## config.mk

```make
export PLATFORM = sky130hd
export DESIGN_NAME = spike_encoder
export DESIGN_NICKNAME = d
export VERILOG_FILES = /design/src/rtl/spike_encoder.sv
export SDC_FILE = /design/constraint.sdc
export NUM_CORES = 1
export LEC_CHECK = 0
export ABC_AREA = 0
export ABC_CLOCK_PERIOD_IN_PS = 1800
export BUFFER_PORTS_ARGS = -buffer_cell sky130_fd_sc_hd__buf_2
export CORE_MARGIN = 1
export CORE_UTILIZATION = 54
export DETAILED_ROUTE_END_ITERATION = 16
export PLACE_DENSITY = 0.77
export SLEW_MARGIN = 30
export SYNTH_ARGS = -nofsm -noshare
export SYNTH_HDL_FRONTEND = slang
export SYNTH_SLANG_ARGS = --single-unit
```

## constraint.sdc

```tcl
create_clock -name clk -period 1.8 [get_ports clk]
set_input_delay 0.18 -clock clk [delete_from_list [all_inputs] [get_ports clk]]
set_output_delay 0.18 -clock clk [all_outputs]
set_load 0.02 [all_outputs]
```

## src/rtl/spike_encoder.sv

```systemverilog
// spike_encoder: converts a valid/ready stream of pixel intensities into
// temporally coded spike times (brighter pixel -> earlier spike). One frame of
// `NUM_SPIKES pixels is collected in a shadow buffer while the active buffer
// drives the spiking layer. The encoder also owns the gamma-cycle time base.
// Optional feature macro: SPIKE_ENC_THRESH_EN. When it is defined, pixels below
// THRESH produce no spike.
// Configuration requirements: `TIME_PERIOD == 2**`LOG_TIME_PERIOD and
// PIX_BITS >= `LOG_TIME_PERIOD.

`ifndef NUM_SPIKES
`define NUM_SPIKES 4
`endif
`ifndef LOG_TIME_PERIOD
`define LOG_TIME_PERIOD 3
`endif
`ifndef TIME_PERIOD
`define TIME_PERIOD 8
`endif

module spike_encoder #(
  parameter int unsigned PIX_BITS = 8,
  parameter int unsigned THRESH   = 16
) (
  input  logic                                       clk,
  input  logic                                       rst_l,
  input  logic                                       pix_valid,
  output logic                                       pix_ready,
  input  logic [PIX_BITS-1:0]                        pix_data,
  input  logic                                       pix_last,
  output logic [`LOG_TIME_PERIOD:0]                  time_val,
  output logic [`NUM_SPIKES-1:0][`LOG_TIME_PERIOD:0] spike_times,
  output logic                                       volley_start,
  output logic                                       busy,
  output logic                                       frame_err,
  output logic [15:0]                                frame_count
);

  localparam int unsigned N_SPK = `NUM_SPIKES;
  localparam int unsigned LTP   = `LOG_TIME_PERIOD;
  localparam int unsigned TP    = `TIME_PERIOD;
  localparam int unsigned ST_W  = LTP + 1;
  localparam int unsigned IDX_W = (N_SPK > 1) ? $clog2(N_SPK) : 1;

  localparam logic [ST_W-1:0]  NO_SPIKE = {1'b1, {LTP{1'b0}}};
  localparam logic [ST_W-1:0]  TV_LAST  = ST_W'(TP - 1);
  localparam logic [IDX_W-1:0] IDX_LAST = IDX_W'(N_SPK - 1);

  typedef enum logic {
    S_IDLE = 1'b0,
    S_RUN  = 1'b1
  } state_t;

  state_t                        state;
  logic [N_SPK-1:0][ST_W-1:0]    shadow;
  logic                          shadow_full;
  logic [IDX_W-1:0]              idx;
  logic [LTP-1:0]                pix_time;
  logic [ST_W-1:0]               pix_code;
  logic                          accept_c;
  logic                          load_c;

  // Spike time is the top LTP bits of the inverted intensity.
  assign pix_time = LTP'((~pix_data) >> (PIX_BITS - LTP));

`ifdef SPIKE_ENC_THRESH_EN
  // Dim pixels are suppressed entirely.
  assign pix_code = (32'(pix_data) < THRESH) ? NO_SPIKE : {1'b0, pix_time};
`else
  // Every pixel spikes; THRESH only matters with the threshold feature enabled.
  logic unused_thresh;
  assign unused_thresh = ^THRESH;
  assign pix_code      = {1'b0, pix_time};
`endif

  assign pix_ready = ~shadow_full;
  assign accept_c  = pix_valid & ~shadow_full;

  // The shadow frame moves to active when the time base is at end-of-period.
  assign load_c = shadow_full & ((state == S_IDLE) | (time_val == TV_LAST));

  // Shadow fill with frame-length checking against pix_last.
  always_ff @(posedge clk or negedge rst_l) begin
    if (!rst_l) begin
      shadow      <= {N_SPK{NO_SPIKE}};
      shadow_full <= 1'b0;
      idx         <= '0;
      frame_err   <= 1'b0;
    end else begin
      if (load_c) begin
        shadow_full <= 1'b0;
      end
      if (accept_c) begin
        if (pix_last != (idx == IDX_LAST)) begin
          idx       <= '0;
          frame_err <= 1'b1;
        end else begin
          shadow[idx] <= pix_code;
          if (pix_last) begin
            idx         <= '0;
            shadow_full <= 1'b1;
          end else begin
            idx <= idx + IDX_W'(1);
          end
        end
      end
    end
  end

  // Volley sequencer: time base, active buffer swap and volley bookkeeping.
  always_ff @(posedge clk or negedge rst_l) begin
    if (!rst_l) begin
      state        <= S_IDLE;
      time_val     <= TV_LAST;
      spike_times  <= {N_SPK{NO_SPIKE}};
      volley_start <= 1'b0;
      busy         <= 1'b0;
      frame_count  <= '0;
    end else begin
      volley_start <= 1'b0;
      case (state)
        S_IDLE: begin
          if (load_c) begin
            spike_times  <= shadow;
            time_val     <= '0;
            volley_start <= 1'b1;
            frame_count  <= frame_count + 16'd1;
            busy         <= 1'b1;
            state        <= S_RUN;
          end else begin
            time_val    <= TV_LAST;
            spike_times <= {N_SPK{NO_SPIKE}};
            busy        <= 1'b0;
          end
        end
        S_RUN: begin
          if (time_val != TV_LAST) begin
            time_val <= time_val + ST_W'(1);
          end else if (load_c) begin
            spike_times  <= shadow;
            time_val     <= '0;
            volley_start <= 1'b1;
            frame_count  <= frame_count + 16'd1;
            busy         <= 1'b1;
          end else begin
            spike_times <= {N_SPK{NO_SPIKE}};
            busy        <= 1'b0;
            state       <= S_IDLE;
          end
        end
        default: begin
          state <= S_IDLE;
        end
      endcase
    end
  end

endmodule

```

==> results_dict.tcl <==
set metrics [dict create \
    status "finished clean" \
    root_buffer "clkbuf_8" \
    start_util_pct 56.8 \
    globalRouteTotalUtil_pct 22.0 \
    finalCritPeriodShare_pct 92.6 \
    dp_hpwl_mm 3.32 \
    relSlewSlack_pct 67.9 \
    cts_max_path_buffers 2 \
    area_delta_synth_final_pct 18.7 \
    setup-violations-final 0 \
    cap_viol_max_count 0 \
    synth_area_um2 2490 \
    ys_ff_latch 59 \
    dieHeight_um 69.9 \
    avgViaCountPerCell 5.33 \
    drt_iter0_markers 97 \
    power.leakage_nw 1.51 \
    drv_slew 0 \
    r2r_setup_slack_ns 0.13 \
    drive_gt1_share_pct 29.5 \
    dieWidth_um 69.9 \
    cts_buffers 9 \
    wire_per_inst_um 13.8 \
    cts_max_level 3 \
    crit_fanout 6 \
    rsz0062_at_grt "no" \
    drtPass1Iterations 4 \
    tritoncts "done" \
    critPathCaptureType "register" \
    worst_setup_hold_path_clk_slew_ns 0.06 \
    start_kind "register" \
    crit_start "time_val[0]" \
    rows 24 \
    post_cts_buffers 0 \
    fin_crit_ns 1.67 \
    num_vias 1813 \
    cpMaxStageDelayCell "dfstp_2" \
    clock_latency_ns 0.33 \
    ios 52 \
    synth_nets 246 \
    antenna_found_initial 0 \
    r2r_start "time_val[0]" \
    grt_max_degree 24 \
    crit_required_ns 2.02 \
    core_um2 4380 \
    cp.arrival_ns 1.88 \
    placed_cell_area_um2 2780 \
    cts_sinks 59 \
    worst-path-buf-inv 0 \
    hold_viol 0 \
    grt_pass1_wl_mm 8.05 \
    critPathTopFamily "flip-flops" \
    ant_nets 0 \
    hp-class "input pin to register" \
    die-area_um2 4890 \
    yosys_warnings 0 \
    fmax_mhz 600 \
    fillerInstances 332 \
    setup_tns_ns 0 \
    ir_worst_vdd_mv 0.635 \
    syn_area_per_cell_um2 10.9 \
    min_from "pix_data[5]" \
    nets 303 \
    synthDistinctLibCells 37 \
    overflow 0 \
    crit_chain "ha_2 > nand3b_4 > nand2_2 > nand2_2 > mux2_1" \
    synthCells 228 \
    crit_path_max_incr_delay_ns 0.56 \
    gp_congestion 0.763 \
    fin_hold_ws_ns 0.0892 \
    wirelength_mm 4.68 \
    fin_worst_skew_ns 0.00459 \
    antenna_cells 0 \
    crit_top_cell "nand2_2" \
    port_buffers 46 \
    worst_pin_slew_ns 0.482 \
    path_class "register to register" \
    post-route-drc-count 0 \
    fin_area_um2 2960 \
    power.density_nw_per_um2 1010 \
    seq_area_frac_synth_pct 59.8 \
    grt_pass1_vias 1727 \
]
## worst register-to-register path, cell delays in order, from the launching register on
cell	delay, ns
dfstp_2	0.56
ha_2	0.23
nand3b_4	0.15
nand2_2	0.17
nand2_2	0.12
mux2_1	0.32
## registers in the layout, summed over array words and instances, names as in the netlist
register	count
idx	2
time_val	4
volley_start	1
busy	1
frame_err	1
spike_times	16
state	1
shadow_full	1
frame_count	16
shadow	16
## cell families (layout without fill, tap and decap cells)
kind of cell	after synthesis	after routing	synth area share, %
flops	59	59	59.8
xor+xnor	17	17	6.28
compound gates	33	33	8.69
buf+inv	17	77	3.52
simple gates	95	95	18.2
mux	1	1	0.452
fa+ha+maj	6	6	3.01
## report_power, final
| part | switching (W) | internal (W) |
|---|---|---|
| sequential | 0.000122 | 0.00154 |
| combinational | 0.000240 | 0.000152 |
| clock | 0.000464 | 0.000478 |
| total | 0.000825 | 0.00217 |
## worst paths after layout
check	end	cells past startpoint
max in group asynchronous	spike_times[5]	3
worst min-delay path	shadow[0]	2
min in group asynchronous	frame_count[1]	2
worst min register to register	shadow[3]	2
worst max register to register	frame_count[1]	5
worst max-delay path	frame_count[1]	5
## final cells by class
cell class                      count  area [um^2]  share of cell area [%]
Clock inverter                      3         17.5                   0.592
Inverter                            9         33.8                    1.14
Multi-Input combinational cell    152          926                    31.3
Sequential cell                    59         1490                    50.4
Tap cell                           52         65.1                    2.20
Timing Repair Buffer               54          293                    9.90
Clock buffer                       11          131                    4.44
## repair_timing
item | CTS | global route
hold buffers | 1 | 0
endpoints found under the setup margin | 0 | 3
endpoints found under the hold margin | 10 | 0
gates resized for setup | 0 | 2
## synth_stat cells, drive strengths merged
cell	instances	area, um^2
dfrtp	48	1200
inv	9	33.8
nor2	6	22.5
and2	2	13.8
ha	6	75.1
clkbuf	2	17.5
nand3	25	125
o22ai	2	12.5
and4	2	17.5
a22oi	1	7.51
o221ai	1	8.76
a21oi	3	26.3
buf	6	36.3
nand4	5	31.3
and3	2	13.8
nand2	48	185
o21bai	1	7.51
nand3b	1	20.0
nor3	1	5.00
a31oi	8	50.1
xnor2	13	121
nand2b	1	6.26
mux2	1	11.3
nor2b	1	6.26
a211oi	1	20.0
or3	1	6.26
o21ai	15	75.1
xor2	4	35.0
dfstp	11	289
a22o	1	8.76
## routing by layer
metal	share of wire, %	wire, um	track usage, %
met5	0	0	0
met4	2.1	97	10.7
met3	5.1	239	7.94
met2	47	2190	33.2
met1	46	2150	28.1
## metrics by stage
| step | total power (W) | utilization [%] | setup WS [ns] | cells |
|---|---|---|---|---|
| 3_3_place_gp | 0.00204 | 63.5 | 0.116 | 325 |
| 3_5_place_dp | 0.00207 | 63.5 | 0.0842 | 325 |
| 4_1_cts | 0.00301 | 67.1 | 0.0639 | 340 |
| 2_1_floorplan | 0.00192 | - | 0.112 | 228 |
| 5_1_grt | 0.00317 | 67.4 | 0.0378 | 340 |
| 6_report | 0.00299 | 67.4 | 0.132 | 340 |
## cells in the final DEF, fill, tap and decap left out, types with 2 or more instances in the layout
cell type and count:
nand2_2 2, nand4_1 5, nand3_1 25, buf_4 7, dfrtp_1 48, clkinv_2 2, o21ai_0 15, a21oi_1 2
buf_2 46, inv_1 9, a31oi_1 8, dfstp_2 11, and4_1 2, nor2_1 6, nand2_1 46, xnor2_1 12
o22ai_1 2, clkbuf_8 9, xor2_1 4, ha_1 5, clkbuf_1 2
No activity file was read; power rests on OpenSTA's default activity.
